===== config.mk =====
export PLATFORM = sky130hd
export DESIGN_NAME = box_motion_ctrl_flat
export DESIGN_NICKNAME = d
export VERILOG_FILES = /design/src/rtl/box_motion_ctrl_pkg.sv /design/src/rtl/box_motion_ctrl_if.sv /design/src/rtl/box_motion_ctrl_debounce.sv /design/src/rtl/box_motion_ctrl.sv /design/src/flat_wrapper.sv
export SDC_FILE = /design/constraint.sdc
export NUM_CORES = 1
export LEC_CHECK = 0
export BUFFER_PORTS_ARGS = -buffer_cell sky130_fd_sc_hd__buf_2
export CAP_MARGIN = 20
export CORE_ASPECT_RATIO = 0.5
export CORE_MARGIN = 2
export CORE_UTILIZATION = 50
export DETAILED_ROUTE_END_ITERATION = 10
export GPL_ROUTABILITY_DRIVEN = 0
export PLACE_DENSITY = 0.69
export SLEW_MARGIN = 20
export SYNTH_ARGS = -nofsm -noshare
export SYNTH_HDL_FRONTEND = slang
export SYNTH_HIERARCHICAL = 1
export SYNTH_SLANG_ARGS = --single-unit
export TNS_END_PERCENT = 20

===== constraint.sdc =====
create_clock -name Drawingclk -period 4.9 [get_ports Drawingclk]
set_clock_uncertainty 0.1 [all_clocks]
set_input_delay 0.735 -clock Drawingclk [delete_from_list [all_inputs] [get_ports Drawingclk]]
set_output_delay 0.735 -clock Drawingclk [all_outputs]
set_load 0.02 [all_outputs]

===== src/rtl/box_motion_ctrl_pkg.sv =====
// vga_ctrl_pkg: shared FSM states, colour palette, default VGA timing and the per-axis step/clamp helper.
package vga_ctrl_pkg;

    typedef enum logic [1:0] {IDLE, CALC, COMMIT} state_t;

    // Entry n is colour index n, packed as {r,g,b}.
    localparam logic [3:0][11:0] PALETTE = {12'hFFF, 12'h00F, 12'h0F0, 12'hB00};

    localparam int H_ACTIVE_DEF = 640;
    localparam int V_ACTIVE_DEF = 480;
    localparam int H_TOTAL_DEF  = 800;
    localparam int V_TOTAL_DEF  = 525;

    // Opposing or absent requests leave the position where it is.
    function automatic logic [10:0] step_axis(input logic [10:0] pos, input logic dec, input logic inc,
                                              input logic [10:0] step, input logic [10:0] lim);
        return (dec && !inc) ? ((pos > step) ? pos - step : 11'd0) :
               (inc && !dec) ? ((pos + step > lim) ? lim : pos + step) : pos;
    endfunction

endpackage


===== src/rtl/box_motion_ctrl_if.sv =====
// box_motion_ctrl_if: scan counters into the controller, committed box geometry/colour and frame tick out.
interface box_motion_ctrl_if;
    logic [9:0] x;
    logic [9:0] y;
    logic [9:0] box_x;
    logic [9:0] box_y;
    logic [3:0] red;
    logic [3:0] green;
    logic [3:0] blue;
    logic       frame_tick;
    modport master(output x, y, input box_x, box_y, red, green, blue, frame_tick);
    modport slave(input x, y, output box_x, box_y, red, green, blue, frame_tick);
endinterface


===== src/rtl/box_motion_ctrl_debounce.sv =====
// button_debounce: 2-FF synchroniser plus a stability counter; the output follows the input only after it holds steady.
module button_debounce #(
    parameter int DEBOUNCE_CYCLES = 250000
) (
    input  logic Drawingclk,
    input  logic reset_n,
    input  logic raw,
    output logic stable
);
    localparam int CW = (DEBOUNCE_CYCLES > 2) ? $clog2(DEBOUNCE_CYCLES) : 1;

    logic [1:0]    r_sync;
    logic [CW-1:0] r_cnt;

    always_ff @(posedge Drawingclk or negedge reset_n) begin
        if (!reset_n) begin
            r_sync <= '0;
            r_cnt  <= '0;
            stable <= 1'b0;
        end else begin
            r_sync <= {r_sync[0], raw};
            if (r_sync[1] == stable) begin
                r_cnt <= '0;
            end else if (r_cnt == CW'(DEBOUNCE_CYCLES - 1)) begin
                stable <= r_sync[1];
                r_cnt  <= '0;
            end else begin
                r_cnt <= r_cnt + 1'b1;
            end
        end
    end

endmodule


===== src/rtl/box_motion_ctrl.sv =====
// box_motion_ctrl: debounced buttons move and recolour the VGA box once per frame,
// with position and colour committed only during vertical blanking.
module box_motion_ctrl
    import vga_ctrl_pkg::*;
#(
    parameter int H_ACTIVE        = H_ACTIVE_DEF,
    parameter int V_ACTIVE        = V_ACTIVE_DEF,
    parameter int BOX_W           = 200,
    parameter int BOX_H           = 200,
    parameter int STEP            = 4,
    parameter int INIT_X          = 300,
    parameter int INIT_Y          = 200,
    parameter int DEBOUNCE_CYCLES = 250000
) (
    input  logic              Drawingclk,
    input  logic              reset_n,
    input  logic              buttonup,
    input  logic              buttondown,
    input  logic              buttonleft,
    input  logic              buttonright,
    input  logic              buttonsel,
    box_motion_ctrl_if.slave  bus
);
    logic [4:0]  w_raw;
    logic [4:0]  w_btn;
    logic        w_blank;
    logic        w_sel_rise;
    logic [11:0] w_rgb;
    state_t      w_next;
    state_t      r_state;
    logic        r_blank_q;
    logic        r_tick;
    logic        r_sel_q;
    logic        r_pend;
    logic [1:0]  r_idx;
    logic [9:0]  r_box_x;
    logic [9:0]  r_box_y;
    logic [10:0] r_sh_x;
    logic [10:0] r_sh_y;

    assign w_raw = {buttonsel, buttonright, buttonleft, buttondown, buttonup};

    for (genvar g = 0; g < 5; g++) begin : g_db
        button_debounce #(.DEBOUNCE_CYCLES(DEBOUNCE_CYCLES)) u_db (
            .Drawingclk(Drawingclk),
            .reset_n   (reset_n),
            .raw       (w_raw[g]),
            .stable    (w_btn[g])
        );
    end

    assign w_blank    = (bus.y == 10'(V_ACTIVE)) && (bus.x == 10'd0);
    assign w_sel_rise = w_btn[4] & ~r_sel_q;

    always_comb begin
        w_next = IDLE;
        w_next = (r_state == IDLE) ? (r_tick ? CALC : IDLE) :
                 (r_state == CALC) ? COMMIT : IDLE;
    end

    always_ff @(posedge Drawingclk or negedge reset_n) begin
        if (!reset_n) begin
            r_state   <= IDLE;
            r_blank_q <= 1'b0;
            r_tick    <= 1'b0;
            r_sel_q   <= 1'b0;
            r_pend    <= 1'b0;
            r_idx     <= 2'd0;
            r_box_x   <= 10'(INIT_X);
            r_box_y   <= 10'(INIT_Y);
            r_sh_x    <= 11'(INIT_X);
            r_sh_y    <= 11'(INIT_Y);
        end else begin
            r_state   <= w_next;
            r_blank_q <= w_blank;
            r_tick    <= w_blank & ~r_blank_q;
            r_sel_q   <= w_btn[4];
            if (r_state == CALC) begin
                r_sh_x <= step_axis({1'b0, r_box_x}, w_btn[2], w_btn[3], 11'(STEP), 11'(H_ACTIVE - BOX_W));
                r_sh_y <= step_axis({1'b0, r_box_y}, w_btn[0], w_btn[1], 11'(STEP), 11'(V_ACTIVE - BOX_H));
            end
            // A select edge landing in the commit cycle itself carries over to the next frame.
            if (r_state == COMMIT) begin
                r_box_x <= r_sh_x[9:0];
                r_box_y <= r_sh_y[9:0];
                r_idx   <= r_idx + {1'b0, r_pend};
                r_pend  <= w_sel_rise;
            end else begin
                r_pend  <= r_pend | w_sel_rise;
            end
        end
    end

    assign w_rgb          = PALETTE[r_idx];
    assign bus.box_x      = r_box_x;
    assign bus.box_y      = r_box_y;
    assign bus.red        = w_rgb[11:8];
    assign bus.green      = w_rgb[7:4];
    assign bus.blue       = w_rgb[3:0];
    assign bus.frame_tick = r_tick;

endmodule


===== src/flat_wrapper.sv =====
// flat-port wrapper written by rule: the top's interface ports become plain ports
module box_motion_ctrl_flat import vga_ctrl_pkg::*;
#(
    parameter int H_ACTIVE        = H_ACTIVE_DEF,
    parameter int V_ACTIVE        = V_ACTIVE_DEF,
    parameter int BOX_W           = 200,
    parameter int BOX_H           = 200,
    parameter int STEP            = 4,
    parameter int INIT_X          = 300,
    parameter int INIT_Y          = 200,
    parameter int DEBOUNCE_CYCLES = 250000
)
  (Drawingclk, reset_n, buttonup, buttondown, buttonleft, buttonright, buttonsel, bus_x, bus_y, bus_box_x, bus_box_y, bus_red, bus_green, bus_blue, bus_frame_tick);
  box_motion_ctrl_if bus_i ();
  input  logic Drawingclk;
  input  logic reset_n;
  input  logic buttonup;
  input  logic buttondown;
  input  logic buttonleft;
  input  logic buttonright;
  input  logic buttonsel;
  input wire logic [$bits(bus_i.x)-1:0] bus_x;
  input wire logic [$bits(bus_i.y)-1:0] bus_y;
  output wire logic [$bits(bus_i.box_x)-1:0] bus_box_x;
  output wire logic [$bits(bus_i.box_y)-1:0] bus_box_y;
  output wire logic [$bits(bus_i.red)-1:0] bus_red;
  output wire logic [$bits(bus_i.green)-1:0] bus_green;
  output wire logic [$bits(bus_i.blue)-1:0] bus_blue;
  output wire logic [$bits(bus_i.frame_tick)-1:0] bus_frame_tick;
  assign bus_i.x = bus_x;
  assign bus_i.y = bus_y;
  assign bus_box_x = bus_i.box_x;
  assign bus_box_y = bus_i.box_y;
  assign bus_red = bus_i.red;
  assign bus_green = bus_i.green;
  assign bus_blue = bus_i.blue;
  assign bus_frame_tick = bus_i.frame_tick;
  box_motion_ctrl #(.H_ACTIVE(H_ACTIVE), .V_ACTIVE(V_ACTIVE), .BOX_W(BOX_W), .BOX_H(BOX_H), .STEP(STEP), .INIT_X(INIT_X), .INIT_Y(INIT_Y), .DEBOUNCE_CYCLES(DEBOUNCE_CYCLES)) u_core (.Drawingclk(Drawingclk), .reset_n(reset_n), .buttonup(buttonup), .buttondown(buttondown), .buttonleft(buttonleft), .buttonright(buttonright), .buttonsel(buttonsel), .bus(bus_i));
endmodule

# == Word-level counts from Yosys, hierarchy flattened ==
# Cells that the tools add are included.
# word_totals
register_bits,153
in_bits,27
output_inout_bits,33
word_cells,103
# op_classes
n_addsub,10
order_cmp,5
n_eq_ne,13
n_mux,24
bitwise,10
reduce_logical,16
# ops
operator,n
2-to-1 mux 18 bit,10
"adder 18 x 1 -> 18 bit, second input constant",5
"equality test 18 bit, second input constant",5
2-to-1 mux 10 bit,8
binary-select mux 12 bit (select 2 bit),1
"adder 10 x 3 -> 11 bit, second input constant",2
"> comparator 11 x 9 -> 1 bit, second input constant",2
"> comparator 10 x 3 -> 1 bit, second input constant",2
"subtractor 10 x 3 -> 10 bit, second input constant",2
2-to-1 mux 12 bit,1
"equality test 10 x 9 -> 1 bit, second input constant",1
logical NOT 10 bit,1
AND reduction 2 bit,5
inverter 1 bit,7
equality test 1 bit,5
logical AND 1 bit,5
logical NOT 1 bit,4
2-to-1 mux 2 bit,2
"< comparator 2 x 3 -> 1 bit, second input constant",1
adder 2 x 1 -> 2 bit,1
bitwise AND 1 bit,2
"equality test 2 x 1 -> 1 bit, second input constant",1
"equality test 2 bit, second input constant",1
logical NOT 2 bit,1
2 further kinds,3

# == Longest topological paths before layout ==
# depth
word_depth,5
depth_mapped,9
depth_no_buf,8

# == By module ==
# Netlist, hierarchy kept.
# modules_own_cells
module,n_inst,cells_each,area_per_inst_um2,seq_area_each_um2
button_debounce,5,99,1029.7,525.5
box_motion_ctrl,1,352,3205.6,1218.7

# == Worst setup path after synthesis ==
# OpenSTA, ideal clock, no wires.
# synth_path
kind,reg-to-reg
from,"register u_core.r_box_x[2], in the netlist u_core/bus.box_x[2]"
to,register u_core.r_sh_x[8]
setup_time_ns,0.086
t_arrival_ns,2.095
t_required_ns,4.714
path_slack_ns,2.619
path_stages_with_launch,9
synth_period_minus_slack_ns,2.281
path_cell_list,dfstp_2 ha_1 clkbuf_1 nand2_1 o31ai_2 a32o_2 nand4_1 a2111oi_2 nor2_1
# synth_between
elab_chain_cells,5
elab_cells_between_ends,8
classes_between,add/sub: 2; order compare: 2; mux: 4
# synth_rtl
element,line_no,source
"start, declared",box_motion_ctrl.sv:36,logic [9:0] r_box_x;
"start signal, assigned",box_motion_ctrl.sv:69,r_box_x <= 10'(INIT_X);
"start signal, assigned",box_motion_ctrl.sv:84,r_box_x <= r_sh_x[9:0];
adder 10 x 3 -> 11 bit,box_motion_ctrl_pkg.sv:18,(inc && !dec) ? ((pos + step > lim) ? lim : pos + step) : pos;
> comparator 11 x 9 -> 1 bit,box_motion_ctrl_pkg.sv:18,
2-to-1 mux 10 bit (2 in series),box_motion_ctrl_pkg.sv:18,
2-to-1 mux 10 bit (*),box_motion_ctrl_pkg.sv:17,return (dec && !inc) ? ((pos > step) ? pos - step : 11'd0) :
"end signal, assigned",box_motion_ctrl.sv:71,r_sh_x <= 11'(INIT_X);
"end signal, assigned",box_motion_ctrl.sv:79,"r_sh_x <= step_axis({1'b0, r_box_x}, w_btn[2], w_btn[3], 11'(STEP), 11'(H_ACTIVE - BOX_W));"
"end, declared",box_motion_ctrl.sv:38,logic [10:0] r_sh_x;
# Every way passes the cells marked *; elsewhere a longest branch is shown, timed or not.
# A chain may end at the register's enable or synchronous reset.

# == Final worst setup path ==
# layout_path
from,"register u_core.r_box_x[3], in the netlist u_core/bus.box_x[3]"
to,register u_core.r_sh_x[8]
# The elaborated chain is that of the path after synthesis.

==> results.toml <==
[run_status]
outcome = "finished, final reports clean"

[yosys]
synth_largest_area_cell = "sky130_fd_sc_hd__dfrtp_1"
number_of_enable_type_register_cells_in_the_synthesized_netlist = 0
ys_types = 70
synth_largest_type_area_fraction = 0.416
cell_types_with_the_largest_area_share_after_synthesis = "sky130_fd_sc_hd__dfrtp_1 42%, sky130_fd_sc_hd__xnor2_1 6.4%, sky130_fd_sc_hd__nor2_1 5.3%"
synth_nets = 889
cell_area_after_synthesis_um2 = 8350
synth.top_cells.by_count = "139 x sky130_fd_sc_hd__dfrtp_1, 117 x sky130_fd_sc_hd__nor2_1, 65 x sky130_fd_sc_hd__nand2_1, 61 x sky130_fd_sc_hd__xnor2_1, 42 x sky130_fd_sc_hd__nand3_1"
synthArstFlopShare = 1.00
synth_area_per_cell_um2 = 9.86
count_of_synthesis_stage_warnings_from_yosys = 6
postSynthCellCount = 847
synth_sequential_area_ratio = 0.460
postSynth.topFlopCell = "sky130_fd_sc_hd__dfrtp_1"
most_frequently_used_cell_type_in_the_post_synthesis_netlist = "sky130_fd_sc_hd__dfrtp_1"
ys_seq_elements = 153

[timing]
setup_total_neg_slack_ns = 0
postLayoutSetupSlackWorst_ns = 2.33
slew-limit-headroom = 0.338
fin_crit_sh = 0.525
post_layout_min_period_ns = 2.57
hold_viol_final = 0
rsz0062_at_grt = "no"
tightest_slew_ns = 0.990
setup_violations = 0
report.final.slew_viol_count = 0
peak_clock_frequency_supported_by_timing_mhz = 389

[clock_network]
cts-buffers-inserted = 17
cts_max_level = 4
path_clk_slew_ns = 0.07
tritoncts_clock_tree = "yes"
setup_buffers_after_cts = 0
clk_root_buffer_cell = "sky130_fd_sc_hd__clkbuf_16"
tritoncts_num_sinks = 153
cts_resized = 0
clock_insertion_delay_worst_skew_ns = 0.42
cts.hold.buffers_added = 0
max-clock-path-buffers = 2

[job]
max_cap_violations = 0

[drt]
drcViolationCount = 0
drt-vias-per-instance = 5.65
detail_route.iter0.violations = 430
ant_nets = 0
wl_per_cell_um = 15.2
first_pass_iters = 5
detail_route.wirelength_um = 17100
detailroute.via_count = 6346

[final_layout]
layout-drive-gt1-share = 0.187
finalNetCount = 926
final_area_um2 = 9230
layout.core_utilization = 0.565
layout-area-overhead-vs-synth_pct = 10.5
fillers = 1458
antenna-diode-count = 0

[floorplanning]
row_count = 33
total_die_area_um2 = 17800
ios = 60
fp.dieW_um = 187
core_area_um2 = 16400
floorplan.initialDensity = 0.511
fp.dieH_um = 95.4

[worst_setup_path]
critPathLaunchType = "flop"
worst-endpoint-required_ns = 5.16
worst_setup_path_end_kind = "flop"
cp_data_arrival_time_ns = 2.83
reg2regPathDepth = 8
cp_max_fo = 10
timing.setup.critical_path_class = "flop to flop"

[power_and_ir_drop]
cellInternalPower_w = 0.00197
power.share.sequential = 0.498
share_comb_of_total_power = 0.028
static_leakage_nw = 3.92
design_power_total_w = 0.00259
switching_share = 0.239
total_switching_power_w = 0.000620
cellPowerDensity_nw_per_um2 = 281
ir_worst_vdd_mv = 0.249
share_clk_of_total_power = 0.474

[placement]
port-buffer-count = 59
cell_area_reported_after_detailed_placement_um2 = 8680
post-place-ws_ns = 2.38
hpwl_after_dpl_um = 11400

[global_route]
grt_usage = 0.201
first_global_vias = 5937
grt_pass1_wl_um = 29000
antenna_found_initial = 0
grt_max_degree = 95
remaining_global_route_overflow = 0

[worst_hold_path]
hold_path.class = "flop to flop"
whs_path_depth = 0
path summary, 6_finish.rpt:
path                            slack, ns                           from                       endpoint
worst max-delay path                 2.33            u_core/bus.box_x[3]               u_core/r_sh_x[8]
worst min-delay path                 0.25  u_core/g_db[2].u_db/r_sync[0]  u_core/g_db[2].u_db/r_sync[1]
worst max register to register       2.33            u_core/bus.box_x[3]               u_core/r_sh_x[8]
worst min register to register       0.25  u_core/g_db[2].u_db/r_sync[0]  u_core/g_db[2].u_db/r_sync[1]
max in group asynchronous            3.39                        reset_n               u_core/r_sh_x[5]
min in group asynchronous            0.29                        reset_n   u_core/g_db[2].u_db/r_cnt[2]
power groups by stage:
stage          Combinational, W  Sequential, W  Clock, W
2_1_floorplan         0.0000354        0.00131         0
3_3_place_gp          0.0000732        0.00131         0
3_5_place_dp          0.0000751        0.00132         0
4_1_cts               0.0000753        0.00129   0.00126
5_1_grt               0.0000847        0.00129   0.00132
6_report              0.0000719        0.00129   0.00123
registers in the layout (all words and copies together), names as in the netlist:
signal	flops
u_core/r_state	2
u_core/g_db.u_db/r_cnt	90
u_core/r_sel_q	1
u_core/r_sh_x	10
u_core/bus.box_y	10
u_core/bus.frame_tick	1
u_core/bus.box_x	10
u_core/g_db.u_db/stable	5
u_core/r_blank_q	1
u_core/g_db.u_db/r_sync	10
u_core/r_idx	2
u_core/r_pend	1
u_core/r_sh_y	10
layout by cell type (no fill, tap or decap), types with 6 or more instances in the layout:
cell type,Yosys,final
sky130_fd_sc_hd__or3_1,7,7
sky130_fd_sc_hd__ha_1,15,15
sky130_fd_sc_hd__nand3_1,42,42
sky130_fd_sc_hd__dfrtp_1,139,139
sky130_fd_sc_hd__nor2_1,117,117
sky130_fd_sc_hd__inv_1,28,28
sky130_fd_sc_hd__dfstp_2,14,14
sky130_fd_sc_hd__o21ai_0,35,35
sky130_fd_sc_hd__and4_1,6,6
sky130_fd_sc_hd__nand2_1,65,65
sky130_fd_sc_hd__clkbuf_16,0,17
sky130_fd_sc_hd__nand4_1,30,30
sky130_fd_sc_hd__nand2b_1,9,9
sky130_fd_sc_hd__mux2_2,17,17
sky130_fd_sc_hd__buf_2,5,58
sky130_fd_sc_hd__nor3_1,17,17
sky130_fd_sc_hd__xor2_1,27,27
sky130_fd_sc_hd__nor4_1,38,38
sky130_fd_sc_hd__a21oi_1,21,21
sky130_fd_sc_hd__a31oi_1,7,7
sky130_fd_sc_hd__xnor2_1,61,61
cell families (layout without fill, tap and decap cells):
family / Yosys count / after routing / share of synthesized area
AND/OR/NAND/NOR: 376 / 376 / 0.236
AO/OA/AOI/OAI: 123 / 123 / 0.115
multiplexers: 19 / 19 / 0.0259
buffers and inverters: 72 / 122 / 0.0469
adder cells (fa/ha/maj): 16 / 16 / 0.0237
flip-flops: 153 / 153 / 0.460
XOR/XNOR: 88 / 88 / 0.0923
critical path: stages, from the launching register on:
cell                        delay [ns]
sky130_fd_sc_hd__dfstp_2          0.65
sky130_fd_sc_hd__inv_1            0.15
sky130_fd_sc_hd__ha_1             0.20
sky130_fd_sc_hd__nor3b_1          0.15
sky130_fd_sc_hd__o2111ai_1        0.37
sky130_fd_sc_hd__nand2_1          0.27
sky130_fd_sc_hd__o21ai_0          0.36
sky130_fd_sc_hd__o22ai_1          0.15
sky130_fd_sc_hd__nor2_1           0.12
stage by stage:
step	hold slack, ns	cells
final	0.249	1124
after global routing	0.257	1124
after CTS	0.252	1124
after detailed placement	0.238	1092
after global placement	0.234	1092
after floorplan	0.231	847
cell type report:
type | count | area, µm² | area share
clock inverter | 13 | 110 | 0.0119
sequential | 153 | 3850 | 0.417
tap | 227 | 284 | 0.0308
timing repair buffer | 62 | 324 | 0.0351
inverter | 28 | 105 | 0.0114
multi-input combinational | 622 | 4120 | 0.446
clock buffer | 19 | 443 | 0.0480
per-layer routing:
| layer | up-vias | track usage | wire, µm |
|---|---|---|---|
| li1 | 3106 | - | - |
| met1 | 3120 | 0.266 | 8170 |
| met2 | 112 | 0.339 | 8250 |
| met3 | 8 | 0.0409 | 589 |
| met4 | 0 | 0.0608 | 111 |
| met5 | - | 0 | 0 |
(Power assumes the default switching activity.)
